==> src/rtl/alu_defs.sv <==
// -----------------------------------------------------------------------------
// alu_defs
//   Shared definitions for the ALU operation scheduler slice.
//   - OP_W / DATA_W : default opcode and operand widths of the shared ALU
//   - CNT_W         : width of the execute-cycle down-counter (EXEC_CYCLES <= 4)
//   - opcode_t      : the eight ALU operation codes (select line = 1 << code)
//   - state_t       : scheduler FSM state encoding
// -----------------------------------------------------------------------------
package alu_defs;

    localparam int OP_W   = 3;
    localparam int DATA_W = 4;
    localparam int CNT_W  = 2;

    typedef enum logic [OP_W-1:0] {
        OP_ADD = 3'd0,
        OP_SUB = 3'd1,
        OP_AND = 3'd2,
        OP_OR  = 3'd3,
        OP_XOR = 3'd4,
        OP_NOT = 3'd5,
        OP_SHL = 3'd6,
        OP_SHR = 3'd7
    } opcode_t;

    typedef enum logic [1:0] {
        IDLE = 2'd0,
        EXEC = 2'd1,
        RESP = 2'd2
    } state_t;

endpackage

==> src/rtl/rr_arbiter_4.sv <==
// -----------------------------------------------------------------------------
// rr_arbiter_4
//   Purely combinational 4-way round-robin arbiter. Searches req starting at
//   index ptr and moving upward with wrap-around; the first asserted request
//   wins.
//   Ports:
//     req    [3:0] in  : request vector
//     ptr    [1:0] in  : highest-priority index for this decision
//     gnt    [3:0] out : one-hot grant, all-zero when req is all-zero
//     gnt_id [1:0] out : encoded grant index (equals ptr when nothing granted)
// -----------------------------------------------------------------------------
module rr_arbiter_4 (
    input  logic [3:0] req,
    input  logic [1:0] ptr,
    output logic [3:0] gnt,
    output logic [1:0] gnt_id
);

    logic [1:0] idx;
    logic       found;

    always_comb begin
        gnt    = '0;
        gnt_id = ptr;
        idx    = '0;
        found  = 1'b0;
        for (int k = 0; k < 4; k++) begin
            // 2-bit addition wraps 3 -> 0 naturally
            idx = ptr + 2'(k);
            if (!found && req[idx]) begin
                found    = 1'b1;
                gnt[idx] = 1'b1;
                gnt_id   = idx;
            end
        end
    end

endmodule

==> src/rtl/alu_op_scheduler.sv <==
// -----------------------------------------------------------------------------
// alu_op_scheduler
//   Shares one ALU datapath among four requesters. One operation is accepted
//   at a time (round-robin), its one-hot select and operands are driven to the
//   ALU for EXEC_CYCLES cycles, the result is captured on the last execute
//   edge and returned, tagged with the requester index, through a
//   valid/ready response port.
//   Ports:
//     clk, rst_n             : clock, asynchronous active-low reset
//     req_valid / req_ready  : per-requester handshake (at most one ready)
//     req_op, req_a, req_b   : packed per-requester opcode and operands
//     alu_sel                : one-hot op select (zero outside EXEC)
//     alu_a, alu_b           : operands to the ALU (hold last latched values)
//     alu_result, alu_cout   : ALU outputs, sampled on the last EXEC edge
//     rsp_valid / rsp_ready  : response handshake
//     rsp_id, rsp_result,
//     rsp_cout               : captured response, stable while rsp_valid
// -----------------------------------------------------------------------------
module alu_op_scheduler #(
    parameter int N_REQ       = 4,
    parameter int OP_W        = 3,
    parameter int DATA_W      = 4,
    parameter int EXEC_CYCLES = 1
) (
    input  logic                     clk,
    input  logic                     rst_n,
    input  logic [N_REQ-1:0]         req_valid,
    output logic [N_REQ-1:0]         req_ready,
    input  logic [N_REQ*OP_W-1:0]    req_op,
    input  logic [N_REQ*DATA_W-1:0]  req_a,
    input  logic [N_REQ*DATA_W-1:0]  req_b,
    output logic [(1<<OP_W)-1:0]     alu_sel,
    output logic [DATA_W-1:0]        alu_a,
    output logic [DATA_W-1:0]        alu_b,
    input  logic [DATA_W-1:0]        alu_result,
    input  logic                     alu_cout,
    output logic                     rsp_valid,
    input  logic                     rsp_ready,
    output logic [1:0]               rsp_id,
    output logic [DATA_W-1:0]        rsp_result,
    output logic                     rsp_cout
);

    import alu_defs::*;

    localparam int SEL_W = 1 << OP_W;

    state_t            state;
    state_t            state_nxt;
    logic [1:0]        rr_ptr;
    logic [3:0]        gnt;
    logic [1:0]        gnt_id;
    logic [OP_W-1:0]   op_q;
    logic [1:0]        id_q;
    logic [CNT_W-1:0]  exec_cnt;
    logic              accept;
    logic              exec_done;

    rr_arbiter_4 u_arb (
        .req    (req_valid),
        .ptr    (rr_ptr),
        .gnt    (gnt),
        .gnt_id (gnt_id)
    );

    // Grant is only offered while idle and out of reset, so nothing can be
    // accepted while rst_n is held low.
    always_comb begin
        req_ready = '0;
        if (state == IDLE && rst_n) begin
            req_ready = gnt;
        end
    end

    assign accept    = |(req_valid & req_ready);
    assign exec_done = (state == EXEC) && (exec_cnt == '0);
    assign rsp_valid = (state == RESP);

    always_comb begin
        alu_sel = '0;
        if (state == EXEC) begin
            alu_sel = SEL_W'(1) << op_q;
        end
    end

    // ---- FSM state register ----
    always_ff @(posedge clk or negedge rst_n) begin
        if (!rst_n) begin
            state <= IDLE;
        end else begin
            state <= state_nxt;
        end
    end

    // ---- FSM next-state ----
    always_comb begin
        state_nxt = state;
        case (state)
            IDLE: if (accept)    state_nxt = EXEC;
            EXEC: if (exec_done) state_nxt = RESP;
            RESP: if (rsp_ready) state_nxt = IDLE;
            default:             state_nxt = IDLE;
        endcase
    end

    // ---- accept stage: latch the granted request and advance the pointer ----
    always_ff @(posedge clk or negedge rst_n) begin
        if (!rst_n) begin
            rr_ptr <= '0;
            op_q   <= '0;
            id_q   <= '0;
            alu_a  <= '0;
            alu_b  <= '0;
        end else if (accept) begin
            rr_ptr <= gnt_id + 2'd1;
            op_q   <= req_op[gnt_id*OP_W +: OP_W];
            id_q   <= gnt_id;
            alu_a  <= req_a[gnt_id*DATA_W +: DATA_W];
            alu_b  <= req_b[gnt_id*DATA_W +: DATA_W];
        end
    end

    // ---- execute stage: count down the hold window ----
    always_ff @(posedge clk or negedge rst_n) begin
        if (!rst_n) begin
            exec_cnt <= '0;
        end else if (accept) begin
            exec_cnt <= CNT_W'(EXEC_CYCLES - 1);
        end else if (state == EXEC && exec_cnt != '0) begin
            exec_cnt <= exec_cnt - 1'b1;
        end
    end

    // ---- response stage: capture on the last execute edge, hold in RESP ----
    always_ff @(posedge clk or negedge rst_n) begin
        if (!rst_n) begin
            rsp_id     <= '0;
            rsp_result <= '0;
            rsp_cout   <= 1'b0;
        end else if (exec_done) begin
            rsp_id     <= id_q;
            rsp_result <= alu_result;
            rsp_cout   <= alu_cout;
        end
    end

endmodule

==> config.mk <==
export PLATFORM = sky130hd
export DESIGN_NAME = alu_op_scheduler
export DESIGN_NICKNAME = d
export VERILOG_FILES = /design/src/rtl/alu_defs.sv /design/src/rtl/rr_arbiter_4.sv /design/src/rtl/alu_op_scheduler.sv
export SDC_FILE = /design/constraint.sdc
export NUM_CORES = 1
export LEC_CHECK = 0
export ABC_CLOCK_PERIOD_IN_PS = 3800
export CELL_PAD_IN_SITES_DETAIL_PLACEMENT = 2
export CELL_PAD_IN_SITES_GLOBAL_PLACEMENT = 2
export CORE_ASPECT_RATIO = 0.7
export CORE_MARGIN = 4
export CORE_UTILIZATION = 26
export DETAILED_ROUTE_END_ITERATION = 8
export GPL_ROUTABILITY_DRIVEN = 0
export HOLD_SLACK_MARGIN = 0.12
export PLACE_DENSITY_LB_ADDON = 0.1
export SETUP_SLACK_MARGIN = 0.1
export SLEW_MARGIN = 5
export SYNTH_ARGS = -nofsm -noshare
export SYNTH_HDL_FRONTEND = slang
export SYNTH_HIERARCHICAL = 1
export SYNTH_SLANG_ARGS = --single-unit
==> constraint.sdc <==
create_clock -name clk -period 3.8 [get_ports clk]
set_input_delay 0.76 -clock clk [delete_from_list [all_inputs] [get_ports clk]]
set_output_delay 0.76 -clock clk [all_outputs]
set_load 0.005 [all_outputs]
==> Yosys cells after proc, flatten, opt, wreduce, memory -nomap -nowiden <==
Cells that the tools add are included.
{ "totals": {"regBits": 26, "input_bits": 56, "output_inout_bits": 28, "wordCells": 90} }
{ "op_classes": {"n_addsub": 5, "multipliers": 1, "n_lt_le_gt_ge": 8, "n_eq_ne": 5, "shift": 4, "mux": 34, "bitwise": 4, "n_reduce_logical": 19} }
{ "ops": {"columns": ["op", "count"], "rows": [
  ["$shiftx A16 B5 Y4", 2],
  ["$mux W4", 5],
  ["$mux W2", 8],
  ["$lt A2 B3 Y1 const B", 4],
  ["$or A4 B4 Y4", 3],
  ["$shiftx A12 B5 Y3", 1],
  ["$mux W1", 11],
  ["$logic_and A1 B1 Y1", 10],
  ["$bmux W1 S2", 4],
  ["$demux W1 S2", 4],
  ["$ge A2 B1 Y1 const B", 4],
  ["$mux W8", 1],
  ["$shl A1 B3 Y8 const A", 1],
  ["$pmux W2 S3", 1],
  ["$add A2 B1 Y2 const B", 2],
  ["$add A2 B2 Y2 const B", 2],
  ["$and A4 B4 Y4", 1],
  ["$logic_not A2 Y1", 2],
  ["$mul A2 B2 Y4 const B", 1],
  ["$ne A2 B2 Y1 const B", 2],
  ["$reduce_bool A2 Y1", 2],
  ["$reduce_or A4 Y1", 1],
  ["$logic_not A1 Y1", 3],
  ["$reduce_and A3 Y1", 1],
  ["4 further kinds", 4]
]} }

==> Longest topological paths before layout <==
Gate-level depths: netlist (run 1).
{ "logic_depth": {"word_depth": 17, "depth_mapped": 11} }

==> Hierarchy <==
The synthesis (run 1) kept the hierarchy.
{ "by_module_without_submodules": {"columns": ["mod", "instances", "cells_per_inst", "area_per_inst_um2", "seq_area_each_um2"], "rows": [
  ["alu_op_scheduler", 1, 100, 1441.4, 650.6],
  ["rr_arbiter_4", 1, 51, 435.4, 0.0]
]} }

==> Worst setup path after synthesis (run 1) <==
Ideal clock, no wire load.
{ "synth_path": {"path_kind": "reg2reg", "start": "register rr_ptr[0]", "end": "register alu_a[3]", "setup_time_ns": 0.125, "arrival_time_ns": 2.815, "required_ns": 3.675, "slack_ns": 0.860, "path_stages_with_launch": 11, "synth_period_minus_slack_ns": 2.940, "cell_sequence": "dfrtp_1 > buf_6 > inv_1 > ha_1 > mux4_1 > nor2_1 > o211ai_1 > nor3b_1 > clkbuf_1 > mux4_2 > mux2_4"} }
{ "synth_lines": {"columns": ["element", "line_no", "rtl"], "rows": [
  ["start, declared", "alu_op_scheduler.sv:50", "logic [1:0] rr_ptr;"],
  ["start signal, assigned", "alu_op_scheduler.sv:115", "rr_ptr <= gnt_id + 2'd1;"],
  ["branches (longest 11 deep; another with $add A2 B1 Y2)", null, null],
  ["$mux W2 (*)", "rr_arbiter_4.sv:30", "if (!found && req[idx]) begin"],
  ["named net gnt_id[1]", "alu_op_scheduler.sv:52", "logic [1:0] gnt_id;"],
  ["$shiftx A16 B5 Y4 (*)", "alu_op_scheduler.sv:118", "alu_a <= req_a[gnt_id*DATA_W +: DATA_W];"],
  ["end signal, assigned", "alu_op_scheduler.sv:118", null],
  ["end, declared", "alu_op_scheduler.sv:33", "output logic [DATA_W-1:0] alu_a,"]
]} }
Mark *: on every way through the listed nets, which the timed path passes. The select of a mux whose other input is x is not followed.
A chain may end at the register's enable or synchronous reset.

==> Final worst setup path (run 1) <==
{ "layout_path": {"start": "input req_valid[0]", "end": "output req_ready[3]"} }
{ "layout_via": {"elab_chain_len": 13} }
{ "layout_lines": {"columns": ["element", "line_no", "rtl"], "rows": [
  ["start, declared", "alu_op_scheduler.sv:27", "input logic [N_REQ-1:0] req_valid,"],
  ["$bmux W1 S2", "rr_arbiter_4.sv:30", null],
  ["$mux W1 (implied by the code)", "rr_arbiter_4.sv:30", null],
  ["$mux W1", "rr_arbiter_4.sv:30", null],
  ["$logic_not A1 Y1", "rr_arbiter_4.sv:30", null],
  ["$logic_and A1 B1 Y1", "rr_arbiter_4.sv:30", null],
  ["$mux W1", "rr_arbiter_4.sv:30", null],
  ["$logic_not A1 Y1", "rr_arbiter_4.sv:30", null],
  ["$logic_and A1 B1 Y1", "rr_arbiter_4.sv:30", null],
  ["$mux W1", "rr_arbiter_4.sv:30", null],
  ["$logic_not A1 Y1", "rr_arbiter_4.sv:30", null],
  ["$logic_and A1 B1 Y1", "rr_arbiter_4.sv:30", null],
  ["$mux W4 (*)", "rr_arbiter_4.sv:30", null],
  ["named net gnt[3]", "alu_op_scheduler.sv:51", "logic [3:0] gnt;"],
  ["$mux W4 (*)", "alu_op_scheduler.sv:70", "if (state == IDLE && rst_n) begin"],
  ["end, declared", "alu_op_scheduler.sv:28", "output logic [N_REQ-1:0] req_ready,"]
]} }
The timed path passes the listed nets; every way through them passes the cells marked *. The select of a mux whose other input is x is not followed.

==> results of run 1 <==
[report_power, final]
part           total [uW]  switching, uW  internal [uW]
logic                1910            822           1090
clock network         231           90.0            141
registers             518           94.6            423
[flip-flops by register name, indices dropped and copies added, names as in the netlist]
name and flops:
alu_a 4, rsp_cout 1, exec_cnt 2, rsp_result 4, op_q 3, rr_ptr 2, alu_b 4, state 2
rsp_id 2, id_q 2
[metrics by stage]
stage | hold slack (ns) | instance area [um^2] | TNS, ns
after CTS | 0.522 | 3060 | 0
after global routing | 0.543 | 3060 | 0
after floorplan | 0.464 | 1880 | 0
after global placement | 0.491 | 2910 | -0.00528
final | 0.516 | 3060 | 0
after detailed placement | 0.499 | 2910 | -1.43
[how the worst max path moves through the flow]
stage / startpoint / end
after floorplan: rr_ptr[0]$_DFFE_PN0P_ / alu_a[3]$_DFFE_PN0P_
after global placement: req_valid[1] / req_ready[2]
after detailed placement: req_valid[3] / req_ready[1]
after CTS: req_valid[3] / req_ready[1]
after global routing: req_valid[0] / req_ready[3]
final: req_valid[0] / req_ready[3]
[layer usage]
layer,vias to the layer above,global-route usage [%]
li1,767,-
met1,835,19.6
met2,67,28.0
met3,2,4.14
met4,0,1.74
met5,-,0
[cells by family (layout without fill, tap and decap cells)]
logic type,Yosys count,after routing
and+or+nand+nor,40,40
muxes,36,36
DFF,26,26
AOI/OAI and AO/OA,22,22
buffers and inverters,18,117
adders and majority gates,6,6
xor gates and xnor gates,3,3
[cell usage in the layout, fill, tap and decap left out, types with 6 or more instances in the layout]
master,count
clkdlybuf4s50_1,79
dfrtp_1,26
mux2_4,6
mux2_2,15
mux4_2,11
ha_1,6
nand2_1,7
buf_4,17
inv_1,12
nor2_1,10
[layout make-up]
class / count / area, um^2
fillers: 719 / 3820
repair buffers: 101 / 977
clock buffers: 3 / 41.3
inverters: 12 / 45.0
multi-input cells: 107 / 1200
clock inverters: 1 / 30.0
flip-flops and latches: 26 / 651
well taps: 94 / 118
[timing repair]
| item | in CTS | in global routing |
|---|---|---|
| gates cloned | 0 | 0 |
| endpoints found under the hold margin | 0 | 0 |
| endpoints found under the setup margin | 4 | 3 |
| gates resized for setup | 21 | 1 |
| pin swaps | 2 | 0 |
| buffers inserted | 1 | 0 |
==> flow_summary.yaml, run 1 <==
status:
  status: "finished, final reports clean"
sta:
  fin_crit_ns: 3.58
  maxSlewViolCount: 0
  fin_ws_ns: 0.222
  finalSetupViolations: 0
  slew-limit-headroom_pct: 65.5
  rsz0062_at_grt: "false"
  max_freq_mhz: 279
  finalHoldViolCount: 0
  worst_pin_slew_ns: 0.516
  finClkSkew_ns: 0.00187
  post-route-period-util_pct: 94.2
global_routing:
  grt_usage_pct: 15.7
  grt_pass1_wl_um: 10600
  grt_max_degree: 27
  grt_antenna_before_repair: 0
  grt_pass1_vias: 1908
  grt.overflow.total: 0
critical_path:
  crit_type: "primary input to output port"
  rr_worst_depth: 10
  required_ns: 3.04
  endpoint_kind: "output port"
  crit_cells: 8
  r2r_start: "rr_ptr[1]$_DFFE_PN0P_"
  cp_slowest_stage_delay_ns: 0.55
  r2r_slack_ns: 0.68
  crit_buf_inv: 3
  worstPathArrival_ns: 2.82
  reg2reg_to: "alu_a[2]$_DFFE_PN0P_"
  path_cells: "dlygate4sd2_1, buf_4, mux4_1, nor2b_4, a22oi_1, o221ai_2, and2_1, clkdlybuf4s50_1"
  critPathMaxFanout: 8
  startpoint_type: "primary input"
  critPathTopFamily: "buffers and inverters"
  cp_slowest_cell: "mux4_1"
clock_tree:
  h-tree-depth: 1
  cts_made_buffers: 3
  cts_hold_buf: 0
  cts_tree: "yes"
  root_buffer: "clkbuf_8"
  clockBufferDepth: 2
  clock-sinks: 26
  path_clk_slew_ns: 0.09
  insertion_delay_ns: 0.27
logic_synthesis:
  avgSynthCellArea_um2: 12.4
  ys_ff_latch: 26
  synth.most_common_cell: "dfrtp_1"
  synth_top_area_share_pct: 34.7
  yosysUniqueCellTypes: 38
  synth_seq_area_share_pct: 34.7
  syn_inst: 151
  synth_compound_area_share_pct: 9.60
  synthMuxAreaShare_pct: 32.1
  ys.warnings.count: 6
  synthXorXnorAreaFrac_pct: 1.40
  yosysTopAreaCell: "dfrtp_1"
  synth_edf_count: 0
  synthFlopType: "dfrtp_1"
  synth_top_family_by_area: "multiplexers"
  async_flop_share_pct: 100
  synth_nets: 213
  synthAdderAreaFrac_pct: 4.00
  synthSimpleGateAreaFrac_pct: 12.4
  synth_common_cells: "26 x dfrtp_1, 15 x mux2_2, 12 x inv_1"
  synthTopCellsByArea: "dfrtp_1 35%, mux4_2 11%, mux2_2 9.0%, mux4_1 7.0%, mux2_4 4.8%"
  netlist_area_mm2: 0.00188
drt:
  wl_per_cell_um: 19.2
  dr.pass1.iters: 4
  drt_wl_total_um: 6610
  routed-wl-met3_um: 519
  routed-via-count: 1671
  drtIter0Drc: 59
  wl_met1_um: 2750
  antenna_left: 0
  routed_via_density: 4.86
  wl_met2_um: 3320
  top_layer: "met4"
  route.detailed.drc: 0
hold_path:
  min_path_cells: 1
  hold_start: "alu_b[2]$_DFFE_PN0P_"
  hp-class: "flip-flop to flip-flop"
  holdPathEnd: "alu_b[2]$_DFFE_PN0P_"
cells_and_area:
  finalNonFillerCells: 344
  fin_nets: 313
  area_delta_synth_final_pct: 63.1
  layout-drive-gt1-share_pct: 30.0
  final_util_pct: 44.5
  antenna_cells: 0
die:
  ios: 84
  rows: 25
  fp.dieArea_mm2: 0.00866
  start_util_pct: 27.3
  die_width_um: 110
  core_mm2: 0.00688
  die_height_um: 79.1
place:
  port_buffers: 83
  post-dp-hpwl_um: 5490
  dp_cells: 339
  place_ws_ns: -0.164
pwr:
  leakage_uw: 0.00123
  ir_worst_vdd_uv: 238
  power_density_mw_per_mm2: 868
  total_power_uw: 2660
flow_run:
  cap_viol_max_count: 0
Power figures use the tool's default switching activity.
==> inputs of run 2 (changes only) <==
--- a/config.mk
+++ b/config.mk
@@ -14,7 +14,7 @@
 export DETAILED_ROUTE_END_ITERATION = 8
 export GPL_ROUTABILITY_DRIVEN = 0
 export HOLD_SLACK_MARGIN = 0.12
-export PLACE_DENSITY_LB_ADDON = 0.1
+export PLACE_DENSITY = 0.79
 export SETUP_SLACK_MARGIN = 0.1
 export SLEW_MARGIN = 5
 export SYNTH_ARGS = -nofsm -noshare
==> flow_summary.yaml, run 2 (same netlist as run 1, synthesis figures left out) <==
global_routing:
  grt_util_met2_pct: 26.4
  grt-busiest-layer: "met2"
  grt_use_met3_pct: 4.06
  grt_pass1_vias: 1818
  grt_usage_pct: 14.4
  grt_antenna_before_repair: 0
  grt.overflow.total: 0
  grt_pass1_wl_um: 9690
  use_met1_pct: 17.3
  grt_max_degree: 27
sta:
  post-route-period-util_pct: 94.6
  max_freq_mhz: 278
  finalSetupViolations: 0
  slew-limit-headroom_pct: 66.3
  finalHoldViolCount: 0
  finClkSkew_ns: 0.00227
  whs_ns: 0.513
  maxSlewViolCount: 0
  fin_crit_ns: 3.60
  rsz0062_at_grt: "false"
  fin_ws_ns: 0.205
  worst_pin_slew_ns: 0.504
critical_path:
  path_cells: "dlygate4sd2_1, or3b_1, a211o_1, o21a_4, o221ai_4, and2_4, clkdlybuf4s50_1"
  critPathTopFamily: "compound AO/OA/AOI/OAI gates"
  crit_type: "primary input to output port"
  critPathMaxFanout: 4
  required_ns: 3.04
  r2r_start: "rr_ptr[0]$_DFFE_PN0P_"
  crit_buf_inv: 2
  startpoint_type: "primary input"
  endpoint_kind: "output port"
  cp_slowest_stage_delay_ns: 0.49
  cp-startpoint: "req_valid[1]"
  worstPathArrival_ns: 2.84
  cp_slowest_cell: "clkdlybuf4s50_1"
hold_path:
  hold_start: "rsp_id[0]$_DFFE_PN0P_"
  hp-class: "flip-flop to flip-flop"
pwr:
  ir_worst_vdd_uv: 262
  seqPwrFrac_pct: 20.0
  power_density_mw_per_mm2: 852
  switchingPower_uw: 981
  swShare_pct: 37.4
  p_comb_share_pct: 71.2
  power_frac_clock_pct: 8.8
  internal-power_uw: 1640
  leakage_uw: 0.00126
die:
  start_util_pct: 27.3
  rows: 25
  die_width_um: 110
  core_mm2: 0.00688
  die_height_um: 79.1
  fp.dieArea_mm2: 0.00866
  ios: 84
cells_and_area:
  fin_nets: 314
  final_util_pct: 44.7
  reg.largest.list: "alu_a x4, alu_b x4, rsp_result x4"
  final_cell_mix: "77 x clkdlybuf4s50_1, 26 x dfrtp_1, 17 x buf_4"
  final_common_cell: "clkdlybuf4s50_1"
  layout-drive-gt1-share_pct: 30.3
  area_delta_synth_final_pct: 64.1
  antenna_cells: 0
  finalNonFillerCells: 345
clock_tree:
  clock-sinks: 26
  cts_made_buffers: 3
  insertion_delay_ns: 0.27
  cts_tree: "yes"
  cts_hold_buf: 0
  clockBufferDepth: 2
  root_buffer: "clkbuf_8"
  path_clk_slew_ns: 0.09
  h-tree-depth: 1
drt:
  routed_via_density: 4.80
  drtIter0Drc: 19
  wl_per_cell_um: 17.9
  dr.pass1.iters: 4
  routed-via-count: 1656
  drt_wl_total_um: 6170
  route.detailed.drc: 0
  antenna_left: 0
place:
  place_ws_ns: -0.0864
  dp_cells: 339
  port_buffers: 83
  post-dp-hpwl_um: 5000
flow_run:
  cap_viol_max_count: 0
status:
  status: "finished, final reports clean"
[run 2: path summary, 6_finish.rpt]
check / endpoint / depth (start not counted) / slack, ns
min in group asynchronous: op_q[1]$_DFFE_PN0P_ / 2 / 0.88
max in group asynchronous: rsp_result[1]$_DFFE_PN0P_ / 2 / 2.66
worst min-delay path: rsp_id[0]$_DFFE_PN0P_ / 1 / 0.51
worst min register to register: rsp_id[0]$_DFFE_PN0P_ / 1 / 0.51
worst max-delay path: req_ready[1] / 7 / 0.20
worst max register to register: alu_a[0]$_DFFE_PN0P_ / 9 / 0.62
[run 2: timing repair]
item,CTS,global route
gates resized for setup,16,8
pin swaps,1,2
gates cloned,0,0
setup buffers,1,1
endpoints found under the setup margin,4,2
endpoints found under the hold margin,0,0
[run 2: layout make-up]
type / count / area (um^2)
Inverter: 12 / 45.0
Sequential cell: 26 / 651
Fill cell: 713 / 3800
Tap cell: 94 / 118
Timing Repair Buffer: 102 / 1000
Clock inverter: 1 / 30.0
Clock buffer: 3 / 41.3
Multi-Input combinational cell: 107 / 1190
[run 2: worst register-to-register path, stage by stage, from the launching register on]
cell and delay (ns):
dfrtp_1 0.45, buf_4 0.20, or3b_1 0.38, a211o_1 0.36, buf_4 0.16, o221ai_1 0.30
xnor2_2 0.20, buf_12 0.18, mux4_1 0.56, mux2_2 0.28
[run 2: per-stage QoR]
| step | TNS, ns | cell area (um^2) | power (uW) |
|---|---|---|---|
| after floorplan | 0 | 1880 | 1650 |
| after global placement | -0.0682 | 2930 | 2250 |
| after detailed placement | -0.274 | 2930 | 2320 |
| after CTS | 0 | 3040 | 2640 |
| after global routing | 0 | 3080 | 2840 |
| final | 0 | 3080 | 2620 |
[run 2: power groups by stage]
stage / logic [uW] / clock network [uW] / registers [uW]
global placement: 1730 / 0 / 518
detailed placement: 1790 / 0 / 531
floorplan: 1130 / 0 / 522
CTS: 1870 / 242 / 528
finish: 1870 / 231 / 524
global route: 2040 / 253 / 547
[run 2: metal layers]
layer / share of wire (%) / up-vias / routed length (um)
met5: 0 / - / 0
met4: 0.37 / 0 / 23
met3: 7.0 / 2 / 433
met2: 52 / 52 / 3230
met1: 40 / 838 / 2480
li1: - / 764 / -
